--- config.mk ---
export PLATFORM = sky130hd
export DESIGN_NAME = hls_exec_monitor
export DESIGN_NICKNAME = d
export VERILOG_FILES = /design/src/rtl/hls_mon_pkg.sv /design/src/rtl/hls_loop_tracker.sv /design/src/rtl/hls_exec_monitor.sv
export SDC_FILE = /design/constraint.sdc
export NUM_CORES = 1
export LEC_CHECK = 0
export CAP_MARGIN = 20
export CELL_PAD_IN_SITES_DETAIL_PLACEMENT = 0
export CELL_PAD_IN_SITES_GLOBAL_PLACEMENT = 1
export CORE_MARGIN = 2
export CORE_UTILIZATION = 39
export CTS_BUF_LIST = sky130_fd_sc_hd__clkbuf_4
export CTS_CLUSTER_DIAMETER = 30
export DETAILED_ROUTE_END_ITERATION = 8
export PLACE_DENSITY = 0.93
export SYNTH_ARGS = -nofsm -noshare
export SYNTH_HDL_FRONTEND = slang
export SYNTH_SLANG_ARGS = --single-unit
export TNS_END_PERCENT = 5
--- constraint.sdc ---
create_clock -name clock -period 5.3 [get_ports clock]
set_clock_uncertainty 0.05 [all_clocks]
set_input_delay 1.325 -clock clock [delete_from_list [all_inputs] [get_ports clock]]
set_output_delay 1.325 -clock clock [all_outputs]
set_load 0.1 [all_outputs]
--- src/rtl/hls_mon_pkg.sv ---
// Shared types and saturating-increment helper for the HLS execution monitor.
package hls_mon_pkg;

  typedef enum logic {IDLE = 1'b0, RUN = 1'b1} mod_state_e;
  typedef enum logic {L_IDLE = 1'b0, L_ACTIVE = 1'b1} loop_state_e;

  localparam int unsigned SAT_MAX_W = 64;

  // Increment v, holding at the all-ones value of a w-bit counter.
  function automatic logic [SAT_MAX_W-1:0] sat_inc(input logic [SAT_MAX_W-1:0] v,
                                                   input int unsigned w);
    logic [SAT_MAX_W-1:0] top;
    top = (w >= SAT_MAX_W) ? '1 : ((SAT_MAX_W'(1) << w) - SAT_MAX_W'(1));
    return (v >= top) ? v : v + SAT_MAX_W'(1);
  endfunction

endpackage

--- src/rtl/hls_loop_tracker.sv ---
// Loop profiler: invocation FSM plus iteration, trip-count and stall counters.
module hls_loop_tracker #(
  parameter int STATE_W = 85,
  parameter int CNT_W   = 32
) (
  input  logic               clock,
  input  logic               reset,
  input  logic               en,
  input  logic [STATE_W-1:0] cur_state,
  input  logic [STATE_W-1:0] iter_start_state,
  input  logic [STATE_W-1:0] iter_end_state,
  input  logic               iter_start_block,
  input  logic               iter_end_block,
  input  logic               iter_start_enable,
  input  logic               iter_end_enable,
  input  logic               loop_start,
  input  logic               loop_done,
  output logic               loop_active,
  output logic [CNT_W-1:0]   loop_invoc_cnt,
  output logic [CNT_W-1:0]   loop_iter_cnt,
  output logic [CNT_W-1:0]   loop_last_trip,
  output logic [CNT_W-1:0]   loop_stall_cnt
);
  import hls_mon_pkg::*;

  function automatic logic [CNT_W-1:0] inc(input logic [CNT_W-1:0] v);
    return CNT_W'(sat_inc(SAT_MAX_W'(v), CNT_W));
  endfunction

  loop_state_e st, st_nxt;
  logic match_s, match_e, end_ev, stall_ev, invoc_ev, done_ev;

  assign match_s     = (cur_state == iter_start_state);
  assign match_e     = (cur_state == iter_end_state);
  assign loop_active = (st == L_ACTIVE);
  assign end_ev      = loop_active & match_e & iter_end_enable & ~iter_end_block;
  // A cycle stalled in both states is still one stall cycle.
  assign stall_ev    = loop_active & ((match_s & iter_start_enable & iter_start_block) |
                                      (match_e & iter_end_enable & iter_end_block));

  always_ff @(posedge clock or negedge reset) begin
    if (!reset) st <= L_IDLE;
    else if (en) st <= st_nxt;
  end

  always_comb begin
    st_nxt   = st;
    invoc_ev = 1'b0;
    done_ev  = 1'b0;
    case (st)
      L_IDLE: if (loop_start) begin
        invoc_ev = 1'b1;
        st_nxt   = L_ACTIVE;
      end
      L_ACTIVE: if (loop_done) begin
        done_ev = 1'b1;
        if (loop_start) invoc_ev = 1'b1;
        else st_nxt = L_IDLE;
      end
      default: st_nxt = L_IDLE;
    endcase
  end

  always_ff @(posedge clock or negedge reset) begin
    if (!reset) begin
      loop_invoc_cnt <= '0;
      loop_iter_cnt  <= '0;
      loop_last_trip <= '0;
      loop_stall_cnt <= '0;
    end else if (en) begin
      if (invoc_ev) loop_invoc_cnt <= inc(loop_invoc_cnt);
      if (done_ev) loop_last_trip <= end_ev ? inc(loop_iter_cnt) : loop_iter_cnt;
      if (invoc_ev) loop_iter_cnt <= '0;
      else if (end_ev) loop_iter_cnt <= inc(loop_iter_cnt);
      if (stall_ev) loop_stall_cnt <= inc(loop_stall_cnt);
    end
  end

endmodule

--- src/rtl/hls_exec_monitor.sv ---
// Run-time profiler for an HLS block: ap_ctrl transaction stats plus one loop tracker.
module hls_exec_monitor #(
  parameter int STATE_W = 85,
  parameter int CNT_W   = 32
) (
  input  logic               clock,
  input  logic               reset,
  input  logic               finish,
  input  logic               ap_start,
  input  logic               ap_ready,
  input  logic               ap_done,
  input  logic               ap_continue,
  input  logic [STATE_W-1:0] cur_state,
  input  logic [STATE_W-1:0] iter_start_state,
  input  logic [STATE_W-1:0] iter_end_state,
  input  logic               iter_start_block,
  input  logic               iter_end_block,
  input  logic               iter_start_enable,
  input  logic               iter_end_enable,
  input  logic               loop_start,
  input  logic               loop_done,
  output logic               mod_busy,
  output logic [CNT_W-1:0]   mod_txn_cnt,
  output logic [CNT_W-1:0]   mod_last_lat,
  output logic [CNT_W-1:0]   mod_last_ii,
  output logic               loop_active,
  output logic [CNT_W-1:0]   loop_invoc_cnt,
  output logic [CNT_W-1:0]   loop_iter_cnt,
  output logic [CNT_W-1:0]   loop_last_trip,
  output logic [CNT_W-1:0]   loop_stall_cnt,
  output logic               frozen
);
  import hls_mon_pkg::*;

  function automatic logic [CNT_W-1:0] inc(input logic [CNT_W-1:0] v);
    return CNT_W'(sat_inc(SAT_MAX_W'(v), CNT_W));
  endfunction

  mod_state_e st, st_nxt;
  logic start_acc, done_acc, en, has_start;
  logic [CNT_W-1:0] lat_run, ii_run;
  logic unused_ap_ready;

  assign unused_ap_ready = ap_ready;
  // Freeze takes effect on the finish cycle itself.
  assign en       = ~frozen & ~finish;
  assign mod_busy = (st == RUN);

  always_ff @(posedge clock or negedge reset) begin
    if (!reset) begin
      st     <= IDLE;
      frozen <= 1'b0;
    end else begin
      if (en) st <= st_nxt;
      if (finish) frozen <= 1'b1;
    end
  end

  always_comb begin
    st_nxt    = st;
    start_acc = 1'b0;
    done_acc  = 1'b0;
    case (st)
      IDLE: if (ap_start) begin
        start_acc = 1'b1;
        if (ap_done & ap_continue) done_acc = 1'b1;
        else st_nxt = RUN;
      end
      RUN: if (ap_done & ap_continue) begin
        done_acc = 1'b1;
        if (ap_start) start_acc = 1'b1;
        else st_nxt = IDLE;
      end
      default: st_nxt = IDLE;
    endcase
  end

  // lat_run/ii_run hold the distance from the last accepted start to the current cycle.
  always_ff @(posedge clock or negedge reset) begin
    if (!reset) begin
      mod_txn_cnt  <= '0;
      mod_last_lat <= '0;
      mod_last_ii  <= '0;
      lat_run      <= '0;
      ii_run       <= '0;
      has_start    <= 1'b0;
    end else if (en) begin
      if (done_acc) begin
        mod_txn_cnt  <= inc(mod_txn_cnt);
        mod_last_lat <= (st == IDLE) ? '0 : lat_run;
      end
      if (start_acc) lat_run <= CNT_W'(1);
      else if (st == RUN) lat_run <= inc(lat_run);
      if (start_acc) begin
        if (has_start) mod_last_ii <= ii_run;
        ii_run    <= CNT_W'(1);
        has_start <= 1'b1;
      end else if (has_start) begin
        ii_run <= inc(ii_run);
      end
    end
  end

  hls_loop_tracker #(.STATE_W(STATE_W), .CNT_W(CNT_W)) u_loop (
    .clock            (clock),
    .reset            (reset),
    .en               (en),
    .cur_state        (cur_state),
    .iter_start_state (iter_start_state),
    .iter_end_state   (iter_end_state),
    .iter_start_block (iter_start_block),
    .iter_end_block   (iter_end_block),
    .iter_start_enable(iter_start_enable),
    .iter_end_enable  (iter_end_enable),
    .loop_start       (loop_start),
    .loop_done        (loop_done),
    .loop_active      (loop_active),
    .loop_invoc_cnt   (loop_invoc_cnt),
    .loop_iter_cnt    (loop_iter_cnt),
    .loop_last_trip   (loop_last_trip),
    .loop_stall_cnt   (loop_stall_cnt)
  );

endmodule

==> qor.yml <==
outcome:
  status: "completed"
setup_path:
  crit_arrival_ps: 4880
  ff2ff_setup_slack_ps: 2140
  required_ps: 5900
  worst-path-buf-inv: 2
  r2r_start: "u_loop.loop_stall_cnt[0]"
  start_kind: "input pin"
  crit_type: "input pin to register"
  cp_top_family: "simple AND/OR/NAND/NOR gates"
  cp_max_fo: 24
  cp_cell_sequence: "clkdlybuf4s50_1, nor2b_1, a2111o_1, nor4_1, nand4_1, nor4_4, buf_4, nand2_1, or4_1, nand3_1"
  slowest_delay_ps: 570
  rr_worst_depth: 10
  crit_slowest_cell: "or4_1"
  rr_endpoint: "u_loop.loop_stall_cnt[27]"
  critPathCaptureType: "register"
sta:
  worst_slack_ps: 1030
  fin_crit_sh_pct: 80.6
  rsz0062_at_grt: "no"
  fin_crit_ps: 4270
  slew_violations: 0
  hold_viol: 0
  max-slew-margin-rel_pct: 24.5
  fmax_mhz: 234
  worst_pin_slew_ps: 1130
  tns_ps: 0
  setup_viol: 0
min_path:
  hp-class: "register to register"
  hold_depth: 2
  hold_start: "mod_last_lat[2]"
  hold_end: "mod_last_lat[2]"
clock_network:
  htree_levels: 3
  tritoncts: "built"
  path_clk_slew_ps: 60
  postCtsHoldBufs: 0
  clk_path_buf_depth: 3
  cts_buffers: 81
  root_buffer: "clkbuf_4"
  cts-resized-gates: 0
  post-cts-setup-buffers: 0
  worstSkewPairLatency_ps: 730
  clock-sinks: 292
synth:
  synthArstFlopShare_pct: 100
  netlist_area_um2: 15600
  synth_edf_count: 0
  synth.largest_area_cell: "dfrtp_1"
  synthFlopType: "dfrtp_1"
  post-synth-top-count-cell: "dfrtp_1"
  synth_warnings: 0
  yosys.area.top_type_share_pct: 46.9
  syn_inst: 1644
  syn-num-nets: 1918
  ys_ff_latch: 292
  syn_area_per_cell_um2: 9.47
  ys_types: 56
  synth_area_leaders: "dfrtp_1, xor2_1, xnor2_1, nand2_1, nand3_1"
  yosys-top-cells-count: "dfrtp_1, nand2_1, xor2_1"
  ys_seq_area_share_pct: 46.9
cells_and_area:
  drive_above_1_share_pct: 8.68
  post-route-util_pct: 56.0
  layout.nets: 2455
  area_delta_synth_final_pct: 42.2
  num-fill-cells: 3549
die:
  ioPinCount: 495
  chipWidth_um: 204
  dieArea_um2: 41500
  core_area_um2: 39500
  start_util_pct: 39.4
  die_h_um: 204
  rows: 73
route:
  wl_met2_mm: 28.4
  routed_wl_mm: 55.7
  num_vias: 14721
  drt_pass1_iterations: 5
  met1_length_mm: 20.8
  via_per_inst: 5.32
  ant_nets: 0
  top_layer: "met4"
  wl_per_cell_um: 20.1
  routed-wl-met3_mm: 3.71
  drt-initial-drc-count: 953
  drc: 0
place:
  hpwl_mm: 44.3
  io_buffers: 493
  pre_cts_slack_ps: 375
  gp_congestion: 0.965
power_and_ir_drop:
  power_density_nw_per_um2: 229
  leakage_nw: 9.88
  ir_worst_vdd_mv: 0.113
global_route:
  antenna_found_initial: 8
  grt_pass1_vias: 14749
  globalRouteOverflowTotal: 0
  grt.total_usage_pct: 26.4
  grt_pass1_wl_mm: 84.3
  grt_start_max_net_pins: 113
flow_run:
  max_cap_viol_count: 0
per-stage QoR:
stage	std cells	hold slack (ps)	power, W	area [um^2]
finish	2769	416	0.00507	22200
floorplan	1644	419	0.00268	15600
global placement	2622	401	0.00311	21100
detailed placement	2623	405	0.00311	21100
global route	2769	441	0.00530	22200
CTS	2761	421	0.00514	22100
cells in the final DEF, fill, tap and decap left out, types with 10 or more instances in the layout:
cell type and n:
buf_4 18, nand2_1 166, inv_1 65, o21ai_0 27
clkdlybuf4s50_1 492, mux2_2 34, nor3_1 29, and2_1 13
and4_1 26, o22ai_1 21, nor2_1 140, clkbuf_4 109
a21oi_1 52, nand3_1 122, xor2_1 155, clkinv_1 14
or3_1 29, nand4_1 81, xnor2_1 130, and3_1 51
nor2b_1 30, clkinv_2 10, nor4_1 30, dfrtp_1 292
final cells by class:
class	count	area, um^2	area share, %
repair buffers	513	5110	23.1
diodes	8	20.0	0.0904
multi-input cells	1227	7810	35.2
clock inverters	29	179	0.808
inverters	66	248	1.12
well taps	525	657	2.97
clock buffers	109	818	3.69
flip-flops and latches	292	7310	33.0
per-layer routing:
layer  vias to the layer above  global-route usage (%)
li1                       6857                       -
met1                      7103                    30.0
met2                       646                    47.2
met3                       115                    5.05
met4                         0                    13.4
met5                         -                       0
how the worst max path moves through the flow:
| stage | from | to | slack, ps | depth (start not counted) |
|---|---|---|---|---|
| floorplan | cur_state[11] | u_loop.loop_iter_cnt[19] | 1640 | 9 |
| global placement | cur_state[48] | u_loop.loop_iter_cnt[10] | 470 | 10 |
| detailed placement | cur_state[48] | u_loop.loop_iter_cnt[10] | 370 | 10 |
| CTS | cur_state[48] | u_loop.loop_iter_cnt[10] | 1160 | 10 |
| global route | cur_state[11] | u_loop.loop_iter_cnt[10] | 940 | 10 |
| finish | cur_state[11] | u_loop.loop_iter_cnt[10] | 1030 | 10 |
worst register-to-register path, cell delays in order (launching register included):
cell,delay (ps)
dfrtp_1,420
ha_1,210
nand2_1,80
or2_2,310
nor3_1,660
and3_1,280
a21oi_1,80
o21ai_2,430
buf_4,300
nor2_1,60
xor2_1,140
cells by family (layout without fill, tap and decap cells):
| kind of cell | Yosys count | count (layout) | share of synthesized area, % |
|---|---|---|---|
| simple gates | 745 | 745 | 24.5 |
| flops | 292 | 292 | 46.9 |
| other cells | 0 | 8 | 0 |
| mux | 37 | 37 | 2.65 |
| compound gates | 154 | 154 | 6.32 |
| buf+inv | 125 | 717 | 3.13 |
| xor+xnor | 285 | 285 | 16.0 |
| fa+ha+maj | 6 | 6 | 0.482 |
flip-flops by register name, summed over array words and instances, names as in the netlist, 32 cells and up:
name and count:
u_loop.loop_stall_cnt 32, mod_txn_cnt 32, lat_run 32, ii_run 32, u_loop.loop_invoc_cnt 32, mod_last_lat 32
u_loop.loop_iter_cnt 32, u_loop.loop_last_trip 32, mod_last_ii 32
report_power, final:
group,switching (W),internal (W)
logic,0.000460,0.000318
registers,0.0000302,0.00226
clock network,0.000944,0.00106
total,0.00143,0.00364
No activity file was read; power rests on OpenSTA's default activity.
